--- src/rtl/uart_bcd_tx.sv ---
// rtl/uart_bcd_tx.sv - parametrised UART transmitter sending packed BCD digits as ASCII
// Digits go out most-significant first, optionally followed by a terminator byte.
module uart_bcd_tx #(
  parameter int          CLK_DIV   = 434,
  parameter int          DIGITS    = 2,
  parameter int          PARITY    = 0,
  parameter int          STOP_BITS = 1,
  parameter int          TERM_EN   = 1,
  parameter logic [7:0]  TERM_CHAR = 8'h0D
) (
  input  logic                  clk,
  input  logic                  rst,
  input  logic                  start,
  input  logic [4*DIGITS-1:0]   bcd,
  output logic                  busy,
  output logic                  done,
  output logic                  tx_out
);

  localparam int BAUD_W    = $clog2(CLK_DIV);
  localparam int CHAR_W    = $clog2(DIGITS + 1);
  localparam int NUM_CHARS = DIGITS + TERM_EN;

  localparam logic [BAUD_W-1:0] BAUD_LAST = BAUD_W'(CLK_DIV - 1);
  localparam logic [CHAR_W-1:0] CHAR_LAST = CHAR_W'(NUM_CHARS - 1);
  localparam logic [CHAR_W-1:0] TERM_IDX  = CHAR_W'(DIGITS);
  localparam logic [3:0]        STOP_LAST = 4'(STOP_BITS - 1);

  typedef enum logic [2:0] {
    S_IDLE,
    S_START,
    S_DATA,
    S_PARITY,
    S_STOP
  } state_t;

  state_t                state_q, state_d;
  logic [BAUD_W-1:0]     baud_cnt_q, baud_cnt_d;
  logic [3:0]            bit_idx_q, bit_idx_d;
  logic [CHAR_W-1:0]     char_idx_q, char_idx_d;
  logic [4*DIGITS-1:0]   bcd_q, bcd_d;
  logic                  tx_q, tx_d;
  logic                  busy_q, busy_d;
  logic                  done_q, done_d;

  logic [4*DIGITS-1:0]   bcd_shift;
  logic [3:0]            digit;
  logic                  is_term;
  logic [7:0]            cur_char;
  logic                  parity_bit;
  logic                  baud_tick;

  always_ff @(posedge clk) begin
    if (rst) begin
      state_q    <= S_IDLE;
      baud_cnt_q <= '0;
      bit_idx_q  <= '0;
      char_idx_q <= '0;
      bcd_q      <= '0;
      tx_q       <= 1'b1;
      busy_q     <= 1'b0;
      done_q     <= 1'b0;
    end else begin
      state_q    <= state_d;
      baud_cnt_q <= baud_cnt_d;
      bit_idx_q  <= bit_idx_d;
      char_idx_q <= char_idx_d;
      bcd_q      <= bcd_d;
      tx_q       <= tx_d;
      busy_q     <= busy_d;
      done_q     <= done_d;
    end
  end

  // Current character is derived from the latched digits, stable for a whole frame.
  always_comb begin
    bcd_shift  = bcd_q >> (4 * (DIGITS - 1 - int'(char_idx_q)));
    digit      = bcd_shift[3:0];
    is_term    = (TERM_EN != 0) && (char_idx_q == TERM_IDX);
    if (is_term) begin
      cur_char = TERM_CHAR;
    end else if (digit > 4'd9) begin
      cur_char = 8'h3F;
    end else begin
      cur_char = {4'h3, digit};
    end
    parity_bit = (^cur_char) ^ (PARITY == 2);
  end

  assign baud_tick = (baud_cnt_q == BAUD_LAST);

  always_comb begin
    state_d    = state_q;
    baud_cnt_d = baud_cnt_q;
    bit_idx_d  = bit_idx_q;
    char_idx_d = char_idx_q;
    bcd_d      = bcd_q;
    tx_d       = tx_q;
    busy_d     = busy_q;
    done_d     = 1'b0;

    case (state_q)
      S_IDLE: begin
        if (start) begin
          bcd_d      = bcd;
          char_idx_d = '0;
          bit_idx_d  = '0;
          baud_cnt_d = '0;
          state_d    = S_START;
          tx_d       = 1'b0;
          busy_d     = 1'b1;
        end
      end
      S_START, S_DATA, S_PARITY, S_STOP: begin
        if (!baud_tick) begin
          baud_cnt_d = baud_cnt_q + 1'b1;
        end else begin
          baud_cnt_d = '0;
          case (state_q)
            S_START: begin
              state_d   = S_DATA;
              bit_idx_d = '0;
              tx_d      = cur_char[0];
            end
            S_DATA: begin
              if (bit_idx_q == 4'd7) begin
                bit_idx_d = '0;
                if (PARITY != 0) begin
                  state_d = S_PARITY;
                  tx_d    = parity_bit;
                end else begin
                  state_d = S_STOP;
                  tx_d    = 1'b1;
                end
              end else begin
                bit_idx_d = bit_idx_q + 4'd1;
                tx_d      = cur_char[bit_idx_q[2:0] + 3'd1];
              end
            end
            S_PARITY: begin
              state_d   = S_STOP;
              bit_idx_d = '0;
              tx_d      = 1'b1;
            end
            default: begin
              if (bit_idx_q != STOP_LAST) begin
                bit_idx_d = bit_idx_q + 4'd1;
                tx_d      = 1'b1;
              end else if (char_idx_q == CHAR_LAST) begin
                state_d    = S_IDLE;
                bit_idx_d  = '0;
                char_idx_d = '0;
                tx_d       = 1'b1;
                busy_d     = 1'b0;
                done_d     = 1'b1;
              end else begin
                // Next start bit follows the last stop bit with no idle gap.
                state_d    = S_START;
                bit_idx_d  = '0;
                char_idx_d = char_idx_q + 1'b1;
                tx_d       = 1'b0;
              end
            end
          endcase
        end
      end
      default: begin
        state_d = S_IDLE;
        tx_d    = 1'b1;
        busy_d  = 1'b0;
      end
    endcase
  end

  assign tx_out = tx_q;
  assign busy   = busy_q;
  assign done   = done_q;

endmodule

--- config.mk ---
export PLATFORM = sky130hd
export DESIGN_NAME = uart_bcd_tx
export DESIGN_NICKNAME = d
export VERILOG_FILES = /design/src/rtl/uart_bcd_tx.sv
export SDC_FILE = /design/constraint.sdc
export NUM_CORES = 1
export LEC_CHECK = 0
export BUFFER_PORTS_ARGS = -buffer_cell sky130_fd_sc_hd__clkbuf_2
export CAP_MARGIN = 20
export CORE_UTILIZATION = 58
export DETAILED_ROUTE_END_ITERATION = 10
export PLACE_DENSITY = 0.78
export SYNTH_ARGS = -nofsm -noshare
export SYNTH_HDL_FRONTEND = slang
export SYNTH_SLANG_ARGS = --single-unit
--- constraint.sdc ---
create_clock -name clk -period 2.3 [get_ports clk]
set_input_delay 0.23 -clock clk [delete_from_list [all_inputs] [get_ports clk]]
set_output_delay 0.23 -clock clk [all_outputs]
set_load 0.1 [all_outputs]
==> results of run 1 <==
[registers in the layout, indices dropped and copies added, names as in the netlist]
| register | cells |
|---|---|
| tx_out | 1 |
| char_idx_q | 2 |
| baud_cnt_q | 9 |
| state_q | 3 |
| busy | 1 |
| done | 1 |
| bit_idx_q | 4 |
| bcd_q | 8 |
[cell families (layout without fill, tap and decap cells)]
family                   after synthesis  after routing  synth area share
AND/OR/NAND/NOR                      100            100             0.326
AO/OA/AOI/OAI                         56             56             0.204
flip-flops                            29             29             0.351
buffers and inverters                 15             25            0.0385
XOR/XNOR                               6              6            0.0318
adder cells (fa/ha/maj)                4              4            0.0302
multiplexers                           3              3            0.0189
[layout make-up]
class                   instances  area [um2]  area share
clock buffers                   7        65.1      0.0365
clock inverters                 1        5.00     0.00281
inverters                       3        11.3     0.00631
multi-input cells             169        1010       0.567
flip-flops and latches         29         581       0.325
well taps                      31        38.8      0.0217
repair buffers                 14        72.6      0.0407
[how the worst max path moves through the flow]
stage / start / to / slack (ns)
detailed placement: bit_idx_q[1]$_SDFFE_PP0P_ / state_q[1]$_SDFFE_PP0P_ / 0.23
finish: bit_idx_q[1]$_SDFFE_PP0P_ / state_q[1]$_SDFFE_PP0P_ / 0.21
global placement: bit_idx_q[1]$_SDFFE_PP0P_ / state_q[1]$_SDFFE_PP0P_ / 0.31
CTS: bit_idx_q[1]$_SDFFE_PP0P_ / state_q[1]$_SDFFE_PP0P_ / 0.22
global route: baud_cnt_q[0]$_SDFFE_PP0P_ / bit_idx_q[3]$_SDFFE_PP0P_ / 0.08
floorplan: bit_idx_q[0]$_SDFFE_PP0P_ / state_q[1]$_SDFFE_PP0P_ / 0.14
[stage by stage]
| step | utilization | area [um2] | total power, mW |
|---|---|---|---|
| finish | 0.653 | 1780 | 1.11 |
| floorplan | - | 1660 | 0.720 |
| detailed placement | 0.627 | 1710 | 0.760 |
| global route | 0.653 | 1780 | 1.16 |
| CTS | 0.653 | 1780 | 1.11 |
| global placement | 0.627 | 1710 | 0.755 |
[placed cells by master (no fill, tap or decap), types with 3 or more instances in the layout]
cell and instances:
clkbuf_4 5, xor2_1 3, nor4_1 4, nor3b_1 4
nor2_1 21, nand3b_1 4, clkbuf_2 13, dfxtp_1 29
or3_1 3, inv_1 3, ha_1 4, o21ai_0 14
xnor2_1 3, nand2b_1 3, nor2b_1 5, nand4b_1 3
o21a_1 4, nand2_1 28, nand3_1 5, nor3_1 4
a21oi_1 25, o211ai_1 3
[worst register-to-register path: cells and delay by family, from the launching register on]
family                     cells  cell delay (ns)
and+or+nand+nor                3             0.89
buffers and inverters          1             0.06
adders and majority gates      1             0.14
muxes                          1             0.22
AOI/OAI and AO/OA              1             0.32
DFF                            1             0.35
[power by group through the flow]
stage                     registers [mW]  clock network [mW]  logic, mW
final                              0.548               0.355      0.204
after global routing               0.553               0.383      0.225
after CTS                          0.547               0.359      0.202
after detailed placement           0.559                   0      0.201
after global placement             0.558                   0      0.196
after floorplan                    0.588                   0      0.132
[layer usage]
metal | vias to the layer above | part of all wire | global-route usage
met4 | 0 | 0.021 | 0.100
li1 | 777 | - | -
met5 | - | 0 | 0
met2 | 56 | 0.46 | 0.382
met3 | 12 | 0.053 | 0.0632
met1 | 713 | 0.46 | 0.311
[cell usage after synthesis]
cell and n:
nor3_1 4, nand4_1 2, and2_1 2, xnor2_1 3
nand3b_1 4, nand2_1 28, a2111oi_0 2, or4_1 2
and4bb_2 1, o211ai_1 3, mux2i_1 2, a21oi_1 25
or3b_4 1, and4b_1 1, o21ai_0 14, o311ai_0 1
a211oi_1 1, dfxtp_1 29, ha_1 4, or2_1 1
o21a_1 4, nand4b_1 3, buf_6 1, nor4b_1 1
nor3b_1 4, mux2_2 1, nor2b_1 5, a21o_1 2
nand2b_1 3, a221oi_1 1, a311oi_2 1, a21bo_2 1
a22oi_1 1, and2_0 2, or3b_2 2, nand4bb_1 1
nand3_1 5, nor2_1 21, clkbuf_1 11, xor2_1 3
or3_1 3, inv_1 3, nor4_1 4
==> flow_summary.toml, run 1 <==
[outcome]
status = "finished clean"

[power_and_ir_drop]
seq_power_share = 0.495
p_leak_nw = 0.633
power_switching_mw = 0.339
p_per_area_nw_per_um2 = 620
switching_share = 0.306
pwr-share-clk = 0.321
p_comb_frac = 0.184
ir_worst_vdd_v = 0.000455
power.internal_mw = 0.768

[yosys]
yosysTopAreaCell = "dfxtp_1"
synth_top_area_share = 0.351
syn_nets = 228
synthTopCellsByArea = "dfxtp_1 35%, a21oi_1 7.6%, nand2_1 6.3%"
yosys_warnings = 0
yosysSeqAreaShare = 0.351
synthDistinctLibCells = 43
netlist_area_um2 = 1660
synth-seq-cells = 29
synthCells = 213
syn_area_per_cell_um2 = 7.77

[timing]
setup_slack_ns = 0.212
skew_ns = 0.00564
max-slew-margin-rel = 0.612
layout_min_cycle_time_ns = 2.09
hold-worst-slack_ns = 0.122
maxSlewViolCount = 0
max_freq_mhz = 479
grt_setup_unrepaired = "false"
final-setup-viol-count = 0
tns_ns = 0
tightest_slew_ns = 0.575
hold_violations = 0
fin_crit_sh = 0.908

[worst_setup_path]
path_class = "flop to flop"
path_buf_inv = 1
reg2regPathDepth = 7
critPathLaunchType = "flop"
regToRegStartpoint = "bit_idx_q[1]$_SDFFE_PP0P_"
critPathMaxFanout = 8
r2r_setup_slack_ns = 0.21
crit_cells = 7
crit_required_ns = 2.50
cp_top_family = "simple AND/OR/NAND/NOR gates"
critPathSlowestCell = "or3_1"
timing.rr.end = "state_q[1]$_SDFFE_PP0P_"
end_kind = "flop"
arrival_ns = 2.29
cp_slowest_stage_delay_ns = 0.43
worstPathCellList = "inv_1, ha_1, or3b_4, or3_1, a211oi_1, mux2i_1, nor2_1"

[floorplan]
rows = 19
core_area_um2 = 2730
die_w_um = 55.4
die-area_um2 = 3070
io_pins = 14
die_y_um = 55.4
start_util = 0.605

[clock_tree]
post_cts_buffers = 0
ctsResizeCount = 0
cts_buffers = 5
cts-root-buf = "clkbuf_4"
clk_pin_slew_ns = 0.09
postCtsHoldBufs = 0
clkLatencyLatePin_ns = 0.32
clockBufferDepth = 2
clock_sinks = 29
htreeDepth = 2
cts_tree = "built"

[place]
place.gp.congestion = 0.829
place_ws_ns = 0.232
dpl.hpwl_um = 2470
dpl.cell_count = 246
port_buffers = 13

[final_layout]
final-instance-count-excl-fill = 254
area_delta_synth_final_pct = 7.79
drive_gt1_frac = 0.130
num_antenna_cells = 0
fin_nets = 237
n_fill_cell = 234

[worst_hold_path]
hold_depth = 3
holdPathEnd = "bcd_q[7]$_SDFFE_PP0P_"
holdCritPathClass = "primary input to flop"
min-delay-start = "bcd[7]"

[drt]
vias = 1558
first_pass_iters = 4
ant_nets = 0
avgViaCountPerCell = 6.13
drc_errors = 0
wire_per_inst_um = 13.6
drt_iter0_markers = 56
wl_um = 3450

[grt]
grt_pass1_wl_um = 6000
antenna_found_initial = 0
grt-ovfl-total = 0
grt_pass1_vias = 1416
grt_max_degree = 28
grt_util_all_layers = 0.241

[flow_run]
cap_violations = 0
Power figures use the tool's default switching activity.
==> inputs of run 2 (changes only) <==
--- a/config.mk
+++ b/config.mk
@@ -5,7 +5,7 @@
 export SDC_FILE = /design/constraint.sdc
 export NUM_CORES = 1
 export LEC_CHECK = 0
-export BUFFER_PORTS_ARGS = -buffer_cell sky130_fd_sc_hd__clkbuf_2
+export BUFFER_PORTS_ARGS = -buffer_cell sky130_fd_sc_hd__buf_2
 export CAP_MARGIN = 20
 export CORE_UTILIZATION = 58
 export DETAILED_ROUTE_END_ITERATION = 10
==> run 2 against run 1 <==
  * Flip-flop and latch count unchanged
  * Worst hold slack worse by 0.0035 ns
  * Total power rose by 8.4%
  * Sequential power barely moved
  * Routed wire length increased by 1.9%
  * Utilization grew 0.69 points
  * Largest cell class unchanged
  * Fmax barely moved
  * Sequential share of layout area decreased by 0.34 points
  * Die area stayed put
  * Via count shrank 3.2%
  * First-iteration DRC count is 23% higher
  * Combinational power about the same
==> flow_summary.toml, run 2 (synthesis gave the netlist of run 1 again) <==
[grt]
grt-ovfl-total = 0
antenna_found_initial = 0
grt_max_degree = 28
grt_pass1_vias = 1413
grt_pass1_wl_um = 6200
grt_util_all_layers = 0.255

[timing]
hold_violations = 0
setup_slack_ns = 0.212
tns_ns = 0
max_freq_mhz = 479
layout_min_cycle_time_ns = 2.09
skew_ns = 0.00823
maxSlewViolCount = 0
tightest_slew_ns = 0.556
fin_crit_sh = 0.908
final-setup-viol-count = 0
grt_setup_unrepaired = "false"
max-slew-margin-rel = 0.625

[worst_setup_path]
critPathMaxFanout = 8
reg2regPathDepth = 7
r2r_setup_slack_ns = 0.21
arrival_ns = 2.30
end_kind = "flop"
path_class = "flop to flop"
crit_required_ns = 2.51
critPathLaunchType = "flop"

[clock_tree]
cts_tree = "built"
cts_buffers = 5
cts-root-buf = "clkbuf_4"
postCtsHoldBufs = 0
post_cts_buffers = 0
clockBufferDepth = 2
clkLatencyLatePin_ns = 0.34
htreeDepth = 2
clk_pin_slew_ns = 0.10
ctsResizeCount = 0
clock_sinks = 29

[drt]
first_pass_iters = 4
wl_um = 3520
drt_iter0_markers = 69
wire_per_inst_um = 13.8
ant_nets = 0
vias = 1508
avgViaCountPerCell = 5.94
drc_errors = 0

[final_layout]
max_flop_register = "baud_cnt_q"
fin_nets = 237
area_delta_synth_final_pct = 8.92
final_cell_mix = "29 x dfxtp_1, 28 x nand2_1, 25 x a21oi_1"
drive_gt1_frac = 0.130
final_common_cell = "dfxtp_1"
num_antenna_cells = 0
largest_register_ffs = 9
biggestRegsByFlops = "baud_cnt_q x9, bcd_q x8, bit_idx_q x4"

[flow_run]
cap_violations = 0

[floorplan]
die-area_um2 = 3070
start_util = 0.605
die_y_um = 55.4
rows = 19
die_w_um = 55.4
core_area_um2 = 2730
io_pins = 14

[worst_hold_path]
holdCritPathClass = "primary input to flop"
hold_depth = 3

[power_and_ir_drop]
p_per_area_nw_per_um2 = 665
ir_worst_vdd_v = 0.000585
totalPowerFinal_mw = 1.20
p_leak_nw = 0.634

[place]
port_buffers = 13
place.gp.congestion = 0.830
dpl.hpwl_um = 2540
place_ws_ns = 0.228

[outcome]
status = "finished clean"
run 2: cell type report:
class,count,area [um2]
clock buffers,6,51.3
clock inverters,2,37.5
fillers,231,931
inverters,3,11.3
multi-input cells,169,1010
flip-flops and latches,29,581
well taps,31,38.8
repair buffers,14,72.6
run 2: worst max-delay path: stages, from the launching register on:
cell	delay [ns]
dfxtp_1	0.35
inv_1	0.06
ha_1	0.13
or3b_4	0.40
or3_1	0.44
a211oi_1	0.32
mux2i_1	0.21
nor2_1	0.06
run 2: final timing paths:
| path | from | endpoint |
|---|---|---|
| worst max-delay path | bit_idx_q[1]$_SDFFE_PP0P_ | state_q[1]$_SDFFE_PP0P_ |
| worst min-delay path | bcd[5] | bcd_q[5]$_SDFFE_PP0P_ |
| worst max register to register | bit_idx_q[1]$_SDFFE_PP0P_ | state_q[1]$_SDFFE_PP0P_ |
| worst min register to register | bcd_q[5]$_SDFFE_PP0P_ | bcd_q[5]$_SDFFE_PP0P_ |
run 2: where the power goes:
| part | switching, mW | internal [mW] | leakage (nW) |
|---|---|---|---|
| Clock | 0.188 | 0.258 | 0.0445 |
| Combinational | 0.139 | 0.0659 | 0.354 |
| Sequential | 0.0231 | 0.525 | 0.236 |
| Total | 0.350 | 0.850 | 0.634 |
run 2: through the flow:
| step | utilization | cells | instance area [um2] | hold slack [ns] |
|---|---|---|---|---|
| final | 0.659 | 254 | 1800 | 0.119 |
| after global routing | 0.659 | 254 | 1800 | 0.102 |
| after CTS | 0.659 | 254 | 1800 | 0.114 |
| after detailed placement | 0.627 | 246 | 1710 | 0.470 |
| after global placement | 0.627 | 246 | 1710 | 0.458 |
| after floorplan | - | 213 | 1660 | 0.366 |
run 2: metal layers:
layer | routed length, um | vias to the layer above | GRT usage
li1 | - | 780 | -
met1 | 1620 | 685 | 0.324
met2 | 1690 | 37 | 0.404
met3 | 150 | 6 | 0.0820
met4 | 50 | 0 | 0.0929
met5 | 0 | - | 0
==> inputs of run 3 (changes only) <==
--- a/config.mk
+++ b/config.mk
@@ -7,9 +7,9 @@
 export LEC_CHECK = 0
 export BUFFER_PORTS_ARGS = -buffer_cell sky130_fd_sc_hd__buf_2
 export CAP_MARGIN = 20
-export CORE_UTILIZATION = 58
+export CORE_UTILIZATION = 45
+export CTS_BUF_LIST = sky130_fd_sc_hd__clkbuf_8
 export DETAILED_ROUTE_END_ITERATION = 10
-export PLACE_DENSITY = 0.78
 export SYNTH_ARGS = -nofsm -noshare
 export SYNTH_HDL_FRONTEND = slang
 export SYNTH_SLANG_ARGS = --single-unit
==> run 3 against run 2 <==
  * Via count down 1.3%
  * Fmax is 1.1% higher
  * Worst setup slack improved by 0.023 ns
  * Sequential share of layout area is 0.31 points lower
  * Combinational power shrank 2%
  * Total power shrank 5.7%
  * First-iteration DRC count grew 100%
  * Global-route usage decreased by 4.9 points
==> flow_summary.toml, run 3 (synthesis gave the netlist of run 1 again) <==
[clock_tree]
clockBufferDepth = 2
clkLatencyLatePin_ns = 0.28
clk_pin_slew_ns = 0.06
post_cts_buffers = 0
cts_tree = "built"
htreeDepth = 2
cts-root-buf = "clkbuf_8"
cts_buffers = 5
clock_sinks = 29
postCtsHoldBufs = 0
ctsResizeCount = 0

[grt]
grt-ovfl-total = 0
grt_pass1_wl_um = 6450
use_met1 = 0.280
globalRouteMet3Util = 0.0675
grt_pass1_vias = 1408
top_usage_layer = "met2"
antenna_found_initial = 0
grt_max_degree = 28
grt_util_all_layers = 0.206
grt_use_met2 = 0.307

[worst_setup_path]
path_class = "flop to flop"
arrival_ns = 2.22
crit_required_ns = 2.45
end_kind = "flop"
critPathLaunchType = "flop"
critPathMaxFanout = 8

[timing]
layout_min_cycle_time_ns = 2.06
max_freq_mhz = 484
fin_crit_sh = 0.898
grt_setup_unrepaired = "false"
maxSlewViolCount = 0
tns_ns = 0
max-slew-margin-rel = 0.633
hold_violations = 0
skew_ns = 0.00611
final-setup-viol-count = 0
tightest_slew_ns = 0.545

[final_layout]
final_common_cell = "dfxtp_1"
largest_register_ffs = 9
ff_latch_area_um2 = 581
max_flop_register = "baud_cnt_q"
fin_util = 0.529
multi_input_area_um2 = 1010
fin_nets = 238
area_delta_synth_final_pct = 9.98
final_cell_mix = "29 x dfxtp_1, 28 x nand2_1, 25 x a21oi_1"
num_antenna_cells = 0
drive_gt1_frac = 0.121
n_fill_cell = 366
biggestRegsByFlops = "baud_cnt_q x9, bcd_q x8, bit_idx_q x4"

[drt]
vias = 1488
wl_um = 3510
avgViaCountPerCell = 5.51
ant_nets = 0
drc_errors = 0
first_pass_iters = 4
wire_per_inst_um = 13.0
drt_iter0_markers = 139

[place]
port_buffers = 13
place.gp.congestion = 0.832
dpl.hpwl_um = 2590

[power_and_ir_drop]
switching_share = 0.299
p_leak_nw = 0.647
p_per_area_nw_per_um2 = 621
pwr-share-clk = 0.338
power_switching_mw = 0.339
seq_power_share = 0.486
ir_worst_vdd_v = 0.000378
p_comb_frac = 0.177
power.internal_mw = 0.793

[floorplan]
io_pins = 14
start_util = 0.481
core_area_um2 = 3440
die_y_um = 62.7
die_w_um = 62.7
die-area_um2 = 3930
rows = 21

[flow_run]
cap_violations = 0

[outcome]
status = "finished clean"

[worst_hold_path]
holdCritPathClass = "primary input to flop"
[run 3: cell types whose count changed in the layout (fill, tap and decap cells not counted)]
cell        change
bufinv_16       -1
inv_1           +3
clkbuf_4        -5
clkbuf_8        +4
buf_4           +1
clkinvlp_4      -1
[run 3: per-stage QoR]
step / power [mW] / area, um2 / cells / worst slack (ns) / hold WS, ns
after global routing: 1.20 / 1820 / 270 / 0.0858 / 0.195
after global placement: 0.756 / 1740 / 262 / 0.312 / 0.457
after CTS: 1.14 / 1820 / 270 / 0.242 / 0.180
after floorplan: 0.720 / 1660 / 213 / 0.144 / 0.366
after detailed placement: 0.760 / 1740 / 262 / 0.251 / 0.466
final: 1.13 / 1820 / 270 / 0.235 / 0.185
[run 3: worst max-delay path, cell delays in order, from the launching register on]
cell      delay, ns
dfxtp_1        0.33
inv_1          0.06
ha_1           0.12
or3b_4         0.39
or3_1          0.44
a211oi_1       0.33
mux2i_1        0.22
nor2_1         0.05
[run 3: power by group through the flow]
stage          clock network, mW  registers, mW  logic, mW
3_5_place_dp                   0          0.560      0.200
2_1_floorplan                  0          0.588      0.132
3_3_place_gp                   0          0.558      0.197
4_1_cts                    0.391          0.549      0.200
5_1_grt                    0.417          0.553      0.225
6_report                   0.382          0.549      0.200
[run 3: layout make-up]
| class | count | area share |
|---|---|---|
| clock inverter | 3 | 0.00619 |
| timing repair buffer | 15 | 0.0440 |
| clock buffer | 5 | 0.0378 |
| inverter | 3 | 0.00619 |
| sequential | 29 | 0.319 |
| tap | 46 | 0.0316 |
| multi-input combinational | 169 | 0.555 |
[run 3: final timing paths]
kind                                                start  cells past startpoint  slack (ns)                      end
worst min register to register      bcd_q[6]$_SDFFE_PP0P_                      2        0.48    bcd_q[6]$_SDFFE_PP0P_
worst max-delay path            bit_idx_q[1]$_SDFFE_PP0P_                      7        0.24  state_q[1]$_SDFFE_PP0P_
worst max register to register  bit_idx_q[1]$_SDFFE_PP0P_                      7        0.24  state_q[1]$_SDFFE_PP0P_
worst min-delay path                               bcd[5]                      3        0.19    bcd_q[5]$_SDFFE_PP0P_
[run 3: routing by layer]
metal / up-vias / share of wire
li1: 780 / -
met1: 681 / 0.52
met2: 25 / 0.43
met3: 2 / 0.043
met4: 0 / 0.0051
met5: - / 0
